===== src/rtl/demux_1to4.sv =====
// Registered 1-to-4 demultiplexer with per-lane saturating hit counters.
// A sample {i, s1, s0} is taken on any rising edge where in_valid is high.
// There is no back-pressure. The consumer sees y/lane_oh qualified by
// out_valid one cycle later, and every lane not selected reads zero.
module demux_1to4 #(
  parameter int DATA_W = 1,
  parameter int CNT_W  = 8
) (
  input  logic                clk,
  input  logic                rst,
  input  logic [DATA_W-1:0]   i,
  input  logic                s0,
  input  logic                s1,
  input  logic                in_valid,
  output logic [4*DATA_W-1:0] y,
  output logic                out_valid,
  output logic [3:0]          lane_oh,
  input  logic [1:0]          cnt_sel,
  output logic [CNT_W-1:0]    cnt_out,
  input  logic                cnt_clr
);

  logic [1:0]          sel;
  logic [4*DATA_W-1:0] y_next;
  logic [3:0]          lane_oh_next;
  logic [CNT_W-1:0]    cnt [4];

  assign sel = {s1, s0};

  // Steer i onto the selected lane and zero the rest; nothing is routed when invalid.
  always_comb begin
    y_next       = '0;
    lane_oh_next = '0;
    for (int k = 0; k < 4; k++) begin
      if (in_valid && (sel == 2'(k))) begin
        y_next[k*DATA_W +: DATA_W] = i;
        lane_oh_next[k]            = 1'b1;
      end
    end
  end

  // Output registers: one cycle of latency, reset forces everything low.
  always_ff @(posedge clk) begin
    if (rst) begin
      y         <= '0;
      lane_oh   <= '0;
      out_valid <= 1'b0;
    end else begin
      y         <= y_next;
      lane_oh   <= lane_oh_next;
      out_valid <= in_valid;
    end
  end

  // Hit counters: clear beats increment, and each counter sticks at all-ones.
  always_ff @(posedge clk) begin
    for (int k = 0; k < 4; k++) begin
      if (rst || cnt_clr) begin
        cnt[k] <= '0;
      end else if (lane_oh_next[k] && (cnt[k] != {CNT_W{1'b1}})) begin
        cnt[k] <= cnt[k] + CNT_W'(1);
      end
    end
  end

  assign cnt_out = cnt[cnt_sel];

endmodule


===== config.mk =====
export PLATFORM = sky130hd
export DESIGN_NAME = demux_1to4
export DESIGN_NICKNAME = d
export VERILOG_FILES = /design/src/rtl/demux_1to4.sv
export SDC_FILE = /design/constraint.sdc
export NUM_CORES = 1
export LEC_CHECK = 0
export CAP_MARGIN = 20
export CORE_MARGIN = 2
export CORE_UTILIZATION = 45
export CTS_BUF_LIST = sky130_fd_sc_hd__clkbuf_8 sky130_fd_sc_hd__clkbuf_16
export DETAILED_ROUTE_END_ITERATION = 10
export PLACE_DENSITY = 0.74
export SLEW_MARGIN = 10
export SYNTH_ARGS = -nofsm -noshare
export SYNTH_HDL_FRONTEND = slang
export SYNTH_SLANG_ARGS = --single-unit

===== constraint.sdc =====
create_clock -name clk -period 1.6 [get_ports clk]
set_clock_uncertainty 0.05 [all_clocks]
set_input_delay 0.24 -clock clk [delete_from_list [all_inputs] [get_ports clk]]
set_output_delay 0.24 -clock clk [all_outputs]
set_load 0.01 [all_outputs]

==> results of run 1 <==
## through the flow
stage | power, mW | cell area [um2] | hold WS [ns]
floorplan | 1.39 | 2160 | 0.367
global placement | 1.58 | 2890 | 0.564
detailed placement | 1.58 | 2890 | 0.567
CTS | 2.42 | 3190 | 0.497
global route | 2.51 | 3270 | 0.528
finish | 2.43 | 3270 | 0.504
## worst max-delay path, cell delays in order (launching register included)
cell	delay [ns]
edfxtp_1	0.47
mux4_2	0.50
buf_6	0.14
## sequential cells by signal (all words and copies together), names as in the netlist
register and cells:
y 4, out_valid 1, cnt 32, lane_oh 4
## synthesized netlist by cell type (2+ instances only)
library cell	instances	area, um2
edfxtp_1	32	961
nor2_1	32	120
nand2_1	17	63.8
nand3_1	12	60.1
dfxtp_1	9	180
xor2_1	9	78.8
mux4_2	7	158
xnor2_1	7	61.3
nor3_1	6	30.0
and3_1	5	31.3
and4_1	5	43.8
buf_2	4	20.0
ha_1	4	50.1
nand4_1	4	25.0
a21oi_1	3	15.0
a311o_1	3	30.0
a31oi_1	3	18.8
inv_1	3	11.3
nand2b_1	3	18.8
a22o_1	2	17.5
a311oi_1	2	17.5
a41oi_1	2	17.5
o21a_1	2	15.0
o21ai_0	2	10.0
or3_1	2	12.5
## power by group
| part | internal, mW | switching, mW | leakage [nW] |
|---|---|---|---|
| Combinational | 0.215 | 0.172 | 0.818 |
| Sequential | 1.19 | 0.0345 | 0.433 |
| Clock | 0.446 | 0.370 | 0.0599 |
## area by class of cell
| class | count | area share [%] |
|---|---|---|
| clock inverter | 1 | 0.191 |
| sequential | 41 | 34.9 |
| clock buffer | 7 | 3.29 |
| inverter | 3 | 0.344 |
| tap | 54 | 2.07 |
| multi-input combinational | 140 | 34.0 |
| timing repair buffer | 95 | 25.2 |
## cells by family after synthesis
group | Yosys count | share of synthesized area (%)
AOI/OAI and AO/OA | 21 | 7.26
xor gates and xnor gates | 16 | 6.50
adders and majority gates | 4 | 2.32
buffers and inverters | 8 | 1.62
DFF | 41 | 52.9
muxes | 8 | 8.53
and+or+nand+nor | 91 | 20.8
## per-layer routing
metal	vias up	GRT usage [%]	share of wire [%]
met5	-	0	0
li1	913	-	-
met2	89	38.5	50
met4	0	7.20	1.0
met3	7	5.25	8.9
met1	923	30.7	40
## how the worst max path moves through the flow
| stage | startpoint | depth (start not counted) | slack, ns | endpoint |
|---|---|---|---|---|
| finish | cnt[0][0] | 2 | -0.09 | cnt_out[0] |
| global route | cnt[2][0] | 2 | -0.12 | cnt_out[0] |
| CTS | cnt[0][0] | 2 | -0.08 | cnt_out[0] |
| detailed placement | cnt_sel[0] | 4 | -0.63 | cnt_out[1] |
| global placement | cnt_sel[0] | 4 | -0.61 | cnt_out[1] |
| floorplan | cnt[0][0] | 4 | 0.005 | cnt[0][0] |
## what timing repair did
action                                  4_1_cts  5_1_grt
setup buffers                                17        3
gates resized for setup                      59       21
endpoints found under the setup margin       43       50
hold buffers                                  0        0
pin swaps                                    14       18
endpoints found under the hold margin         0        0
==> out/qor.csv, run 1 <==
stage;metric;value;unit
final_layout;multiInputGateArea;1110;um2
run;max_cap_violations;0;
timing;tightest_slew;0.320;ns
logic_synthesis;yosys_warnings;0;
timing;finalCriticalPeriod;1.69;ns
final_layout;drive_gt1_share;43.9;%
hold_path;hp-class;in2reg;
die;dieWidth;73.2;um
global_route;grt_max_degree;14;
timing;fin_crit_sh;106;%
setup_path;crit_type;reg2out;
clocking;htree_levels;2;
logic_synthesis;postSynthAreaPerCell;11.4;um2
final_layout;nets;299;
global_route;grtUsageTotal;23.4;%
logic_synthesis;synthCells;189;
final_layout;diodes;0;
timing;setup_tns;-1.28;ns
clocking;insertion_delay;0.29;ns
logic_synthesis;seq_area_frac_synth;52.9;%
hold_path;hp-start;i;
setup_path;ff2ff_path_depth;4;
route;finalWirelength;5740;um
logic_synthesis;ys_seq_elements;41;
logic_synthesis;synth_cell_types;34;
timing;max-slew-margin-rel;78.6;%
final_layout;area_growth;51.7;%
setup_path;crit_fanout;3;
global_route;grt_pass1_vias;1919;
final_layout;layout_commonest_cell;buf_4;
final_layout;final_cell_mix;buf_4 (59), nor2_1 (32), edfxtp_1 (32);
route;antenna_left;0;
clocking;clk_path_buf_depth;2;
setup_path;reg2reg_to;cnt[1][6];
route;drtIter0Drc;133;
place;hpwl;3940;um
place;io_buffers;25;
pwr;leakagePower;1.31;nW
timing;hold_violations;0;
logic_synthesis;synth-edff-count;32;
die;coreArea;4660;um2
hold_path;min_to;y[3];
pwr;irDropWorstVdd;0.379;mV
route;via_per_inst;5.67;
run_status;status;finished with violations;
clocking;root_buffer;clkbuf_8;
setup_path;worstSetupStartpointType;flop;
timing;rsz0062_at_grt;true;
clocking;cts_made_buffers;5;
die;fp.dieH;73.2;um
pwr;power_density;743;nW/um2
logic_synthesis;synthesis.nets;202;
logic_synthesis;synthesis.area;2160;um2
clocking;clkSinkCount;41;
timing;setup_violations;41;
setup_path;critPathCaptureType;output port;
place;place.gp.congestion;0.886;
global_route;antenna_found_initial;0;
final_layout;final_util;70.1;%
logic_synthesis;synth_ff_type;edfxtp_1;
timing;slew_viol_final;0;
die;rows;25;
clocking;cts_tree;built;
die;io_pins;26;
global_route;grt_first_pass_wirelength;9360;um
final_layout;nFillCells;332;
setup_path;cp.arrival;1.40;ns
timing;setup_slack;-0.0920;ns
setup_path;r2r_slack;-0.05;ns
setup_path;worstPathRequired;1.31;ns
hold_path;hold_path_depth;3;
route;vias;1932;
clocking;clk_pin_slew;0.08;ns
global_route;grt_overflow;0;
die;start_util;46.3;%
setup_path;reg2reg_from;cnt[1][5];
final_layout;ff_latch_area;1140;um2
route;detail_route.wl_per_cell;16.8;um
route;drt_first_pass_iters;4;
route;drc_errors;0;
die;die_area;5360;um2
place;dp.cells;317;
final_layout;fin_cells;341;
place;dpl_worst_slack;-0.632;ns
timing;max_freq;591;MHz
logic_synthesis;synthArstFlopShare;0;%
run_status;violations;setup timing;
Note: power is estimated with default switching activity, not from simulation.
==> run 2: changes to the inputs <==
--- a/config.mk
+++ b/config.mk
@@ -6,11 +6,10 @@
 export NUM_CORES = 1
 export LEC_CHECK = 0
 export CAP_MARGIN = 20
-export CORE_MARGIN = 2
-export CORE_UTILIZATION = 45
+export CORE_UTILIZATION = 50
 export CTS_BUF_LIST = sky130_fd_sc_hd__clkbuf_8 sky130_fd_sc_hd__clkbuf_16
 export DETAILED_ROUTE_END_ITERATION = 10
-export PLACE_DENSITY = 0.74
+export PLACE_DENSITY = 0.81
 export SLEW_MARGIN = 10
 export SYNTH_ARGS = -nofsm -noshare
 export SYNTH_HDL_FRONTEND = slang
==> out/qor.csv, run 2 (synthesis results as in run 1) <==
stage;metric;value;unit
run_status;status;finished with violations;
run_status;violations;setup timing;
final_layout;final_util;81.8;%
timing;setup_violations;44;
pwr;p_int;1.80;mW
setup_path;worstSetupStartpointType;flop;
place;dpl_worst_slack;-0.674;ns
setup_path;cp.arrival;1.42;ns
setup_path;critPathCaptureType;output port;
place;hpwl;4110;um
pwr;p_clk_share;31.7;%
final_layout;largest_reg_flops;32;
die;die_area;4580;um2
route;detail_route.wl_per_cell;17.8;um
timing;slew_viol_final;0;
setup_path;worstPathRequired;1.31;ns
clocking;clkSinkCount;41;
pwr;p_sw;573;uW
clocking;clk_pin_slew;0.08;ns
place;place.gp.congestion;0.882;
clocking;cts_made_buffers;5;
die;rows;23;
route;drtIter0Drc;168;
run;max_cap_violations;0;
timing;max-slew-margin-rel;75.9;%
final_layout;regMostFlops;cnt;
setup_path;crit_path_top_delay_cell;mux4_2;
pwr;leakagePower;1.36;nW
setup_path;reg2reg_to;cnt[1][1];
timing;rsz0062_at_grt;true;
timing;hold_violations;0;
place;io_buffers;25;
die;io_pins;26;
pwr;switching_share;24.1;%
hold_path;hp-class;in2reg;
die;dieWidth;67.7;um
global_route;grtUsageTotal;27.7;%
route;drc_errors;0;
clocking;htree_levels;2;
global_route;grt_pass1_vias;1906;
setup_path;max_stage_delay;0.52;ns
final_layout;nFillCells;239;
pwr;power_density;716;nW/um2
final_layout;drive_gt1_share;44.7;%
clocking;insertion_delay;0.30;ns
final_layout;diodes;0;
final_layout;final_cell_mix;buf_4 (67), nor2_1 (32), edfxtp_1 (32);
global_route;grt_max_degree;14;
die;fp.dieH;67.7;um
route;via_per_inst;5.79;
route;finalWirelength;6140;um
die;coreArea;4060;um2
clocking;cts_tree;built;
global_route;antenna_found_initial;0;
timing;setup_tns;-2.44;ns
route;vias;1997;
final_layout;area_growth;54.0;%
timing;tightest_slew;0.359;ns
timing;fin_crit_sh;107;%
clocking;clk_path_buf_depth;2;
final_layout;largestRegisters;cnt (32), lane_oh (4), y (4);
setup_path;crit_fanout;4;
die;start_util;53.1;%
setup_path;r2r_slack;-0.10;ns
clocking;postCtsHoldBufs;0;
setup_path;ff2ff_path_depth;4;
global_route;grt_first_pass_wirelength;9010;um
route;antenna_left;0;
route;drt_first_pass_iters;4;
final_layout;nets;307;
pwr;irDropWorstVdd;0.613;mV
setup_path;path_cells;mux4_2 -> buf_6;
timing;setup_slack;-0.109;ns
setup_path;reg2reg_from;cnt[1][3];
timing;max_freq;585;MHz
pwr;power_frac_seq;51.8;%
hold_path;hp-start;i;
global_route;grt_overflow;0;
final_layout;layout_commonest_cell;buf_4;
timing;finalCriticalPeriod;1.71;ns
setup_path;crit_type;reg2out;
hold_path;min_to;y[3];
clocking;root_buffer;clkbuf_8;
pwr;comb_power_share;16.5;%
hold_path;hold_path_depth;3;
-- run 2: final cells by class --
cell class	count	area (um2)	share of cell area, %
flip-flops and latches	41	1140	34.4
repair buffers	103	882	26.6
inverters	3	11.3	0.339
well taps	50	62.6	1.88
clock inverters	2	8.76	0.264
clock buffers	6	93.8	2.83
multi-input cells	140	1120	33.7
-- run 2: worst max-delay path by stage --
stage	start	end	slack, ns	depth (start not counted)
floorplan	cnt[0][0]	cnt[0][0]	0.005	4
global placement	cnt_sel[0]	cnt_out[2]	-0.61	4
detailed placement	cnt_sel[0]	cnt_out[2]	-0.67	4
CTS	cnt[3][0]	cnt_out[0]	-0.1	2
global route	cnt[3][1]	cnt[3][5]	-0.14	6
finish	cnt[3][0]	cnt_out[0]	-0.11	2
-- run 2: routing by layer --
| metal | wire (um) | track usage (%) | up-vias | part of all wire, % |
|---|---|---|---|---|
| met2 | 3170 | 48.6 | 98 | 52 |
| li1 | - | - | 922 | - |
| met4 | 125 | 9.31 | 0 | 2.0 |
| met5 | 0 | 0 | - | 0 |
| met1 | 2420 | 33.2 | 963 | 39 |
| met3 | 422 | 6.08 | 14 | 6.9 |
-- run 2: power groups by stage --
stage	Clock, mW	Sequential (mW)	Combinational (mW)
6_report	0.754	1.23	0.393
5_1_grt	0.804	1.23	0.420
4_1_cts	0.764	1.23	0.363
3_5_place_dp	0	1.26	0.335
3_3_place_gp	0	1.25	0.322
2_1_floorplan	0	1.26	0.128
-- run 2: critical path: cells and delay by family, from the launching register on --
family,cells,cell delay (ns)
mux,1,0.52
flops,1,0.45
buf+inv,1,0.14
-- run 2: what timing repair did --
item | CTS | global route
buffers inserted | 18 | 3
gates resized for setup | 60 | 23
endpoints found under the setup margin | 44 | 57
pin swaps | 18 | 14
-- run 2: per-stage QoR --
step | power [mW] | hold slack (ns) | cell area (um2) | std cells
3_5_place_dp | 1.59 | 0.565 | 2910 | 318
6_report | 2.38 | 0.484 | 3320 | 345
2_1_floorplan | 1.39 | 0.367 | 2160 | 189
5_1_grt | 2.46 | 0.521 | 3320 | 345
4_1_cts | 2.36 | 0.484 | 3190 | 343
3_3_place_gp | 1.58 | 0.577 | 2910 | 318
==> run 3: changes to the inputs <==
--- a/config.mk
+++ b/config.mk
@@ -6,10 +6,10 @@
 export NUM_CORES = 1
 export LEC_CHECK = 0
 export CAP_MARGIN = 20
-export CORE_UTILIZATION = 50
+export CORE_UTILIZATION = 55
 export CTS_BUF_LIST = sky130_fd_sc_hd__clkbuf_8 sky130_fd_sc_hd__clkbuf_16
 export DETAILED_ROUTE_END_ITERATION = 10
-export PLACE_DENSITY = 0.81
+export PLACE_DENSITY = 0.84
 export SLEW_MARGIN = 10
 export SYNTH_ARGS = -nofsm -noshare
 export SYNTH_HDL_FRONTEND = slang
==> constraint.sdc (replaced) <==
create_clock -name clk -period 1.8 [get_ports clk]
set_clock_uncertainty 0.05 [all_clocks]
set_input_delay 0.27 -clock clk [delete_from_list [all_inputs] [get_ports clk]]
set_output_delay 0.27 -clock clk [all_outputs]
set_load 0.01 [all_outputs]
==> out/qor.csv, run 3 (synthesis results as in run 1) <==
stage;metric;value;unit
route;via_per_inst;5.70;
final_layout;drive_gt1_share;33.6;%
final_layout;final_util;81.3;%
timing;fin_crit_sh;98.0;%
final_layout;fin_area;3020;um2
die;die_area;4170;um2
place;hpwl;3840;um
route;detail_route.wl_per_cell;16.6;um
global_route;antenna_found_initial;0;
clocking;insertion_delay;0.30;ns
clocking;root_buffer;clkbuf_8;
die;fp.dieH;64.6;um
setup_path;crit_fanout;2;
setup_path;cp.arrival;1.44;ns
setup_path;crit_type;reg2out;
timing;setup_violations;0;
final_layout;regMostFlops;cnt;
timing;finalCriticalPeriod;1.76;ns
route;vias;1870;
setup_path;worstSetupStartpointType;flop;
setup_path;worstPathRequired;1.48;ns
setup_path;r2r_slack;0.05;ns
pwr;leakagePower;1.23;nW
die;rows;22;
run;max_cap_violations;0;
global_route;grtUsageTotal;28.9;%
final_layout;area_growth;40.2;%
global_route;grt_overflow;0;
timing;rsz0062_at_grt;false;
timing;tightest_slew;0.320;ns
place;placed_area;2830;um2
timing;slew_viol_final;0;
route;antenna_left;0;
pwr;power;2.09;mW
timing;hold_violations;0;
hold_path;hp-class;in2reg;
place;io_buffers;25;
die;start_util;58.0;%
timing;max-slew-margin-rel;78.6;%
clocking;clk_path_buf_depth;2;
setup_path;critPathCaptureType;output port;
clocking;cts_made_buffers;5;
clocking;clk_pin_slew;0.08;ns
global_route;grt_pass1_vias;1793;
clocking;clkSinkCount;41;
die;coreArea;3720;um2
final_layout;layout_commonest_cell;buf_4;
place;place.gp.congestion;0.845;
global_route;grt_max_degree;15;
final_layout;nets;292;
run_status;status;complete, no violations;
final_layout;diodes;0;
die;dieWidth;64.6;um
route;finalWirelength;5440;um
clocking;htree_levels;2;
route;drtIter0Drc;99;
route;drc_errors;0;
clocking;postCtsHoldBufs;0;
setup_path;ff2ff_path_depth;5;
die;io_pins;26;
pwr;power_density;693;nW/um2
hold_path;hold_path_depth;3;
global_route;grt_first_pass_wirelength;8670;um
final_layout;final_cell_mix;buf_4 (61), nor2_1 (32), edfxtp_1 (32);
place;dp.cells;307;
final_layout;largestRegisters;cnt (32), lane_oh (4), y (4);
route;drt_first_pass_iters;5;
final_layout;largest_reg_flops;32;
clocking;cts_tree;built;
pwr;irDropWorstVdd;0.542;mV
timing;max_freq;567;MHz
final_layout;fin_cells;328;
[run 3: final timing paths]
path,to,start
setup / recovery,cnt_out[0],cnt[0][0]
hold / removal,y[3],i
setup reg to reg,cnt[0][3],cnt[0][0]
hold reg to reg,cnt[0][1],cnt[0][1]
[run 3: where the power goes]
part | total, mW | internal [mW] | leakage, nW | switching, mW
combinational | 0.305 | 0.168 | 0.739 | 0.137
clock | 0.697 | 0.360 | 0.0567 | 0.337
sequential | 1.09 | 1.06 | 0.433 | 0.0324
total | 2.09 | 1.59 | 1.23 | 0.507
[run 3: repair_timing]
| item | 4_1_cts | 5_1_grt |
|---|---|---|
| setup endpoints to repair | 21 | 29 |
| buffers inserted | 9 | 4 |
| resized for setup | 27 | 8 |
| hold endpoints to repair | 0 | 0 |
| pin swaps | 0 | 4 |
[run 3: cell type report]
class | count | area [um2]
clock buffers | 6 | 93.8
clock inverters | 2 | 13.8
repair buffers | 88 | 703
multi-input cells | 140 | 998
flip-flops and latches | 41 | 1140
well taps | 48 | 60.1
fillers | 219 | 694
inverters | 3 | 11.3
[run 3: worst max-delay path: stages, from the launching register on]
cell and delay, ns:
edfxtp_1 0.40, buf_4 0.15, mux4_2 0.44, buf_2 0.16
[run 3: stage by stage]
stage,setup WS (ns),hold WS (ns),TNS (ns)
3_5_place_dp,-0.487,0.553,-5.54
5_1_grt,0.000476,0.526,0
4_1_cts,0.00241,0.510,0
3_3_place_gp,-0.456,0.563,-4.84
2_1_floorplan,0.107,0.397,0
6_report,0.0368,0.513,0
[run 3: routing by layer]
layer / vias up / global-route usage [%] / routed length, um
met5: - / 0 / 0
met3: 10 / 6.16 / 281
met4: 0 / 12.2 / 110
li1: 890 / - / -
met2: 73 / 47.0 / 2660
met1: 897 / 37.3 / 2390
